`config.mk`:
```
export PLATFORM = sky130hd
export DESIGN_NAME = stack_reader
export DESIGN_NICKNAME = d
export VERILOG_FILES = /design/src/rtl/stack_reader.sv
export SDC_FILE = /design/constraint.sdc
export NUM_CORES = 1
export LEC_CHECK = 0
export CORE_UTILIZATION = 45
export CTS_CLUSTER_DIAMETER = 200
export DETAILED_ROUTE_END_ITERATION = 16
export MAX_ROUTING_LAYER = met4
export PLACE_DENSITY = 0.84
export RECOVER_POWER = 100
export SLEW_MARGIN = 20
export SYNTH_ARGS = -nofsm -noshare
export SYNTH_HDL_FRONTEND = slang
export SYNTH_SLANG_ARGS = --single-unit
```
`constraint.sdc`:
```
create_clock -name Clk -period 4.61 [get_ports Clk]
set_input_delay 1.1525 -clock Clk [delete_from_list [all_inputs] [get_ports Clk]]
set_output_delay 1.1525 -clock Clk [all_outputs]
set_load 0.02 [all_outputs]
```
`src/rtl/stack_reader.sv`:
```
// ---------------------------------------------------------------------------
// stack_reader
//
// Dumps the contents of an externally stored stack, top entry first, into a
// valid/ready stream. The entry index is read from a synchronous storage port
// whose data returns one cycle after the address. The stack depth is captured
// when the dump starts. The dump can be aborted at any point before DONE.
//
// Ports
//   Clk       in   single clock, rising edge
//   Rst       in   synchronous active-high reset
//   Start     in   request a dump (sampled in IDLE only)
//   Abort     in   cancel an in-progress dump (READ/CAPT/OUT)
//   Depth     in   top-of-stack index; 0 = empty, entries at 1..Depth
//   RdAddr    out  storage read address (registered, holds outside READ)
//   RdData    in   storage read data, valid one cycle after RdAddr
//   OutData   out  entry offered downstream
//   OutValid  out  OutData holds a valid entry
//   OutReady  in   downstream accepts the entry
//   OutLast   out  offered entry is index 1 (bottom of stack)
//   Busy      out  high in every state except IDLE
//   Done      out  one-cycle pulse when a dump completes
//
// state | meaning
// ------+-----------------------------------------------------------
// IDLE  | waiting for Start
// READ  | RdAddr = ptr presented to storage
// CAPT  | storage data returns, registered into OutData
// OUT   | entry offered; advance on OutReady, finish after index 1
// DONE  | one-cycle Done pulse, then back to IDLE
// ---------------------------------------------------------------------------
module stack_reader #(
    parameter int DATA_W = 16,
    parameter int ADDR_W = 8
) (
    input  logic              Clk,
    input  logic              Rst,
    input  logic              Start,
    input  logic              Abort,
    input  logic [ADDR_W-1:0] Depth,
    output logic [ADDR_W-1:0] RdAddr,
    input  logic [DATA_W-1:0] RdData,
    output logic [DATA_W-1:0] OutData,
    output logic              OutValid,
    input  logic              OutReady,
    output logic              OutLast,
    output logic              Busy,
    output logic              Done
);

    typedef enum logic [2:0] {
        ST_IDLE,
        ST_READ,
        ST_CAPT,
        ST_OUT,
        ST_DONE
    } state_t;

    state_t            state;
    state_t            state_nxt;
    logic [ADDR_W-1:0] ptr;
    logic              ptr_is_one;

    assign ptr_is_one = (ptr == ADDR_W'(1));

    always_comb begin
        state_nxt = state;
        OutValid  = 1'b0;
        OutLast   = 1'b0;
        Busy      = 1'b1;
        Done      = 1'b0;
        case (state)
            ST_IDLE: begin
                Busy = 1'b0;
                if (Start) begin
                    state_nxt = (Depth != '0) ? ST_READ : ST_DONE;
                end
            end
            ST_READ: begin
                state_nxt = Abort ? ST_IDLE : ST_CAPT;
            end
            ST_CAPT: begin
                state_nxt = Abort ? ST_IDLE : ST_OUT;
            end
            ST_OUT: begin
                OutValid = 1'b1;
                OutLast  = ptr_is_one;
                // Abort beats a simultaneous OutReady: the beat is not taken.
                if (Abort) begin
                    state_nxt = ST_IDLE;
                end else if (OutReady) begin
                    state_nxt = ptr_is_one ? ST_DONE : ST_READ;
                end
            end
            ST_DONE: begin
                Done      = 1'b1;
                state_nxt = ST_IDLE;
            end
            default: begin
                state_nxt = ST_IDLE;
            end
        endcase
    end

    // RdAddr is loaded together with ptr on every transition into READ, so it
    // already equals ptr for the whole READ cycle and simply holds elsewhere.
    always_ff @(posedge Clk) begin
        if (Rst) begin
            state   <= ST_IDLE;
            ptr     <= '0;
            RdAddr  <= '0;
            OutData <= '0;
        end else begin
            state <= state_nxt;
            case (state)
                ST_IDLE: begin
                    if (Start && (Depth != '0)) begin
                        ptr    <= Depth;
                        RdAddr <= Depth;
                    end
                end
                ST_CAPT: begin
                    if (!Abort) begin
                        OutData <= RdData;
                    end
                end
                ST_OUT: begin
                    // ptr stops at 1: the last beat goes to DONE instead.
                    if (OutReady && !Abort && !ptr_is_one) begin
                        ptr    <= ptr - ADDR_W'(1);
                        RdAddr <= ptr - ADDR_W'(1);
                    end
                end
                default: begin
                end
            endcase
        end
    end

endmodule

```
# Yosys cells after proc, flatten, opt, wreduce, memory -nomap -nowiden

Index checks and enable logic that the tools add are counted.

Bitwise operators: 1
Multiplexer cells: 15
Equal/unequal tests: 9
Reductions and logical operators: 11
$add $sub $neg: 1

Operators by type and width:

| operator                                            | count |
|---|---|
| 2-to-1 mux 8 bit                                    | 2 |
| case mux 8 bit (2 select lines)                     | 1 |
| 2-to-1 mux 3 bit                                    | 5 |
| case mux 3 bit (4 select lines)                     | 1 |
| equality test 8 x 1 -> 1 bit, second input constant | 1 |
| nonzero test 8 bit                                  | 1 |
| subtractor 8 x 1 -> 8 bit, second input constant    | 1 |
| equality test 3 x 2 -> 1 bit, second input constant | 2 |
| inequality test 2 bit, second input constant        | 3 |
| 2-to-1 mux 1 bit                                    | 4 |
| 2-to-1 mux 2 bit                                    | 2 |
| AND reduction 2 bit                                 | 2 |
| equality test 3 x 1 -> 1 bit, second input constant | 1 |
| equality test 3 bit, second input constant          | 1 |
| logical AND 1 bit                                   | 3 |
| zero test 3 bit                                     | 1 |
| inequality test 3 bit, second input constant        | 1 |
| AND reduction 3 bit                                 | 1 |
| zero test 1 bit                                     | 2 |
| nonzero test 2 bit                                  | 1 |
| NOT 1 bit                                           | 1 |

Word-level logic and storage cells: 40
Register bits: 27
Input bits: 29

# Longest topological paths before layout

Depth in word-level cells: 5
Mapped depth: 6
Depth with buffers taken out: 6

# Least setup slack after synthesis

OpenSTA, ideal clock, no wires.

Kind: reg2out
From: register ptr[0]
To: output port OutLast
Buffers on the path: 0
Cell stages (with the launch flop): 5
Setup slack: 1.811 ns
Data arrival time: 1.647 ns
Path through: dfxtp_1 -> ha_1 -> or3b_2 -> or2_1 -> nor2_1

Longest elaborated chain between the ends: 2

RTL lines:

| item                         | line | text |
|---|---|---|
| start, declared              | 61   | `logic [ADDR_W-1:0] ptr;` |
| start signal, assigned       | 118  | `ptr <= Depth;` |
| start signal, assigned       | 130  | `ptr <= ptr - ADDR_W'(1);` |
| equality test 8 x 1 -> 1 bit | 64   | `assign ptr_is_one = (ptr == ADDR_W'(1));` |
| 2-to-1 mux 1 bit             | 72   | `case (state)` |
| end, declared                | 46   | `output logic OutLast,` |

No other way between the ends.

# Worst setup path in the final report

From: register ptr[2]
To: output port OutLast

The elaborated chain is that of the path after synthesis.

==> results_dict.tcl <==
set metrics [dict create \
    cap_viol_max_count 0 \
    postPlaceCellArea_sq_um 1900 \
    layout-drive-gt1-share 0.0507 \
    cp_data_required_time_ps 3460 \
    synth_fp_nets 195 \
    hpwl_mm 2.70 \
    hold_end "OutData[14]$_SDFFE_PP0P_" \
    holdWs_ps 463 \
    synthDistinctLibCells 43 \
    synth_top_area_cell "dfxtp_1" \
    wl_per_cell_um 14.7 \
    max_slew.worst_pin.slew_ps 914 \
    cts_num_sinks 27 \
    max_freq_mhz 274 \
    synthMostInstantiatedCell "nand2_1" \
    dieWidth_um 56.2 \
    grt_start_max_net_pins 25 \
    routabilityCongestion 0.925 \
    synth-edff-count 0 \
    htree_levels 1 \
    ys_warn_count 0 \
    nets 249 \
    rows 19 \
    r2r_cells 4 \
    antenna_found_initial 0 \
    worst_slack_ps 966 \
    die_h_um 56.2 \
    insertion_delay_ps 340 \
    status "finished clean" \
    clk_pin_slew_ps 160 \
    postCtsHoldBufs 0 \
    worstSetupStartpointType "flop" \
    holdCritPathClass "flop to flop" \
    end_kind "primary output" \
    drt_wl_total_mm 3.65 \
    yosysTopAreaCellShare 0.409 \
    setup_viol 0 \
    grt_pass1_wl_mm 5.98 \
    slew_headroom 0.389 \
    viasPerCell 5.78 \
    period_needed_ps 3640 \
    ir_drop_mv 0.189 \
    synth_compound_area_frac 0.248 \
    cts_tree "yes" \
    syn_to_final_growth_pct 45.5 \
    ctsLongestPathBuffers 2 \
    die-area_sq_um 3150 \
    pre_cts_ws_ps 1430 \
    synthSimpleGateAreaFrac 0.264 \
    drv_slew 0 \
    critPathKind "flop to primary output" \
    synth.avg_cell_area_sq_um 8.05 \
    cts_root_buffer "clkbuf_4" \
    yosys.area_share.xor_xnor 0.0133 \
    power_per_cell_area_nw_per_um2 255 \
    finalCritPeriodShare 0.790 \
    cts_setup_buffers 0 \
    synthAdderAreaFrac 0.0190 \
    place_inst 244 \
    ys_top_cells_by_area "dfxtp_1 (41%), nand2_1 (11%), a21oi_1 (8.0%), o221ai_1 (2.7%), o32ai_1 (2.7%)" \
    crit-reg2reg-launch "state[0]$_SDFFE_PP0P_" \
    rsz0062_at_grt "false" \
    synth-async-reset-ratio 0 \
    ff2ff_setup_slack_ps 2370 \
    via_count 1433 \
    drt_iter0_markers 54 \
    synth_top_family_by_area "simple AND/OR/NAND/NOR gates" \
    synthTopCellsByCount "nand2_1 (37), dfxtp_1 (27), a21oi_1 (21)" \
    leakage_nw 0.752 \
    synth_cells 164 \
    min_from "OutData[14]$_SDFFE_PP0P_" \
    ys_seq_area_frac 0.409 \
    port_buffers 56 \
    netlist_area_sq_um 1320 \
    power_mw 0.490 \
    gr-total-overflow 0 \
    min_path_cells 2 \
    cp.arrival_ps 2490 \
    drc 0 \
    initial_core_util 0.479 \
    synthMuxAreaShare 0 \
    first_global_vias 1368 \
    coreArea_sq_um 2760 \
    hold_viol 0 \
    cts_buffers 3 \
    tns_ps 0 \
    io_pins 57 \
    worst-path-max-fanout 8 \
    r2r_end "ptr[3]$_SDFFE_PP0P_" \
    cts_resized 0 \
    firstDrtPassIters 4 \
    ant_nets 0 \
    finClkSkew_ps 5.57 \
    gr-usage-all-layers 0.242 \
    antennaDiodeCount 0 \
    synth-main-ff-cell "dfxtp_1" \
    stdcell_count 248 \
    finalInstanceArea_sq_um 1920 \
    final_util 0.696 \
    ys_seq_elements 27 \
]
==> placed cells by master (no fill, tap or decap), types with 4 or more instances in the layout <==
master,synthesis,layout
o32ai_1,4,4
inv_1,7,8
nand2_1,37,37
dfxtp_1,27,27
o221ai_1,4,4
nor4_1,5,5
clkdlybuf4s50_1,0,26
nor2_1,7,7
dlygate4sd3_1,0,30
a21oi_1,21,21
==> area by class of cell <==
class	count	area (sq um)
Timing Repair Buffer	57	568
Sequential cell	27	541
Fill cell	247	837
Clock inverter	1	7.51
Clock buffer	3	22.5
Inverter	8	30.0
Multi-Input combinational cell	121	713
Tap cell	31	38.8
==> worst max-delay path: stages (launching register included) <==
cell and delay [ps]:
dfxtp_1 400, or4_1 660, or2_1 310, nor2_1 90, dlygate4sd3_1 690
==> report_power, final <==
group	internal (mW)	total (mW)	leakage, nW	switching [mW]
Clock	0.0333	0.110	0.0139	0.0765
Sequential	0.244	0.257	0.220	0.0128
Combinational	0.0607	0.124	0.519	0.0628
Total	0.338	0.490	0.752	0.152
==> registers in the layout, indices dropped and copies added (netlist names) <==
| name | count |
|---|---|
| OutData | 16 |
| ptr | 8 |
| state | 3 |
==> cells by family after synthesis <==
| group | Yosys count |
|---|---|
| xor gates and xnor gates | 2 |
| buffers and inverters | 16 |
| adders and majority gates | 2 |
| DFF | 27 |
| AOI/OAI and AO/OA | 48 |
| and+or+nand+nor | 69 |
==> worst max-delay path by stage <==
stage                             start  endpoint
floorplan           ptr[0]$_SDFFE_PP0P_   OutLast
global placement    ptr[2]$_SDFFE_PP0P_   OutLast
detailed placement  ptr[2]$_SDFFE_PP0P_   OutLast
CTS                 ptr[2]$_SDFFE_PP0P_   OutLast
global route        ptr[2]$_SDFFE_PP0P_   OutLast
finish              ptr[2]$_SDFFE_PP0P_   OutLast
==> metal layers <==
metal	routed length, um	vias up	GRT usage
met4	36	0	0.0836
li1	-	703	-
met3	212	5	0.0372
met2	1750	54	0.417
met5	0	-	-
met1	1650	671	0.286
Note: power is estimated with default switching activity, not from simulation.
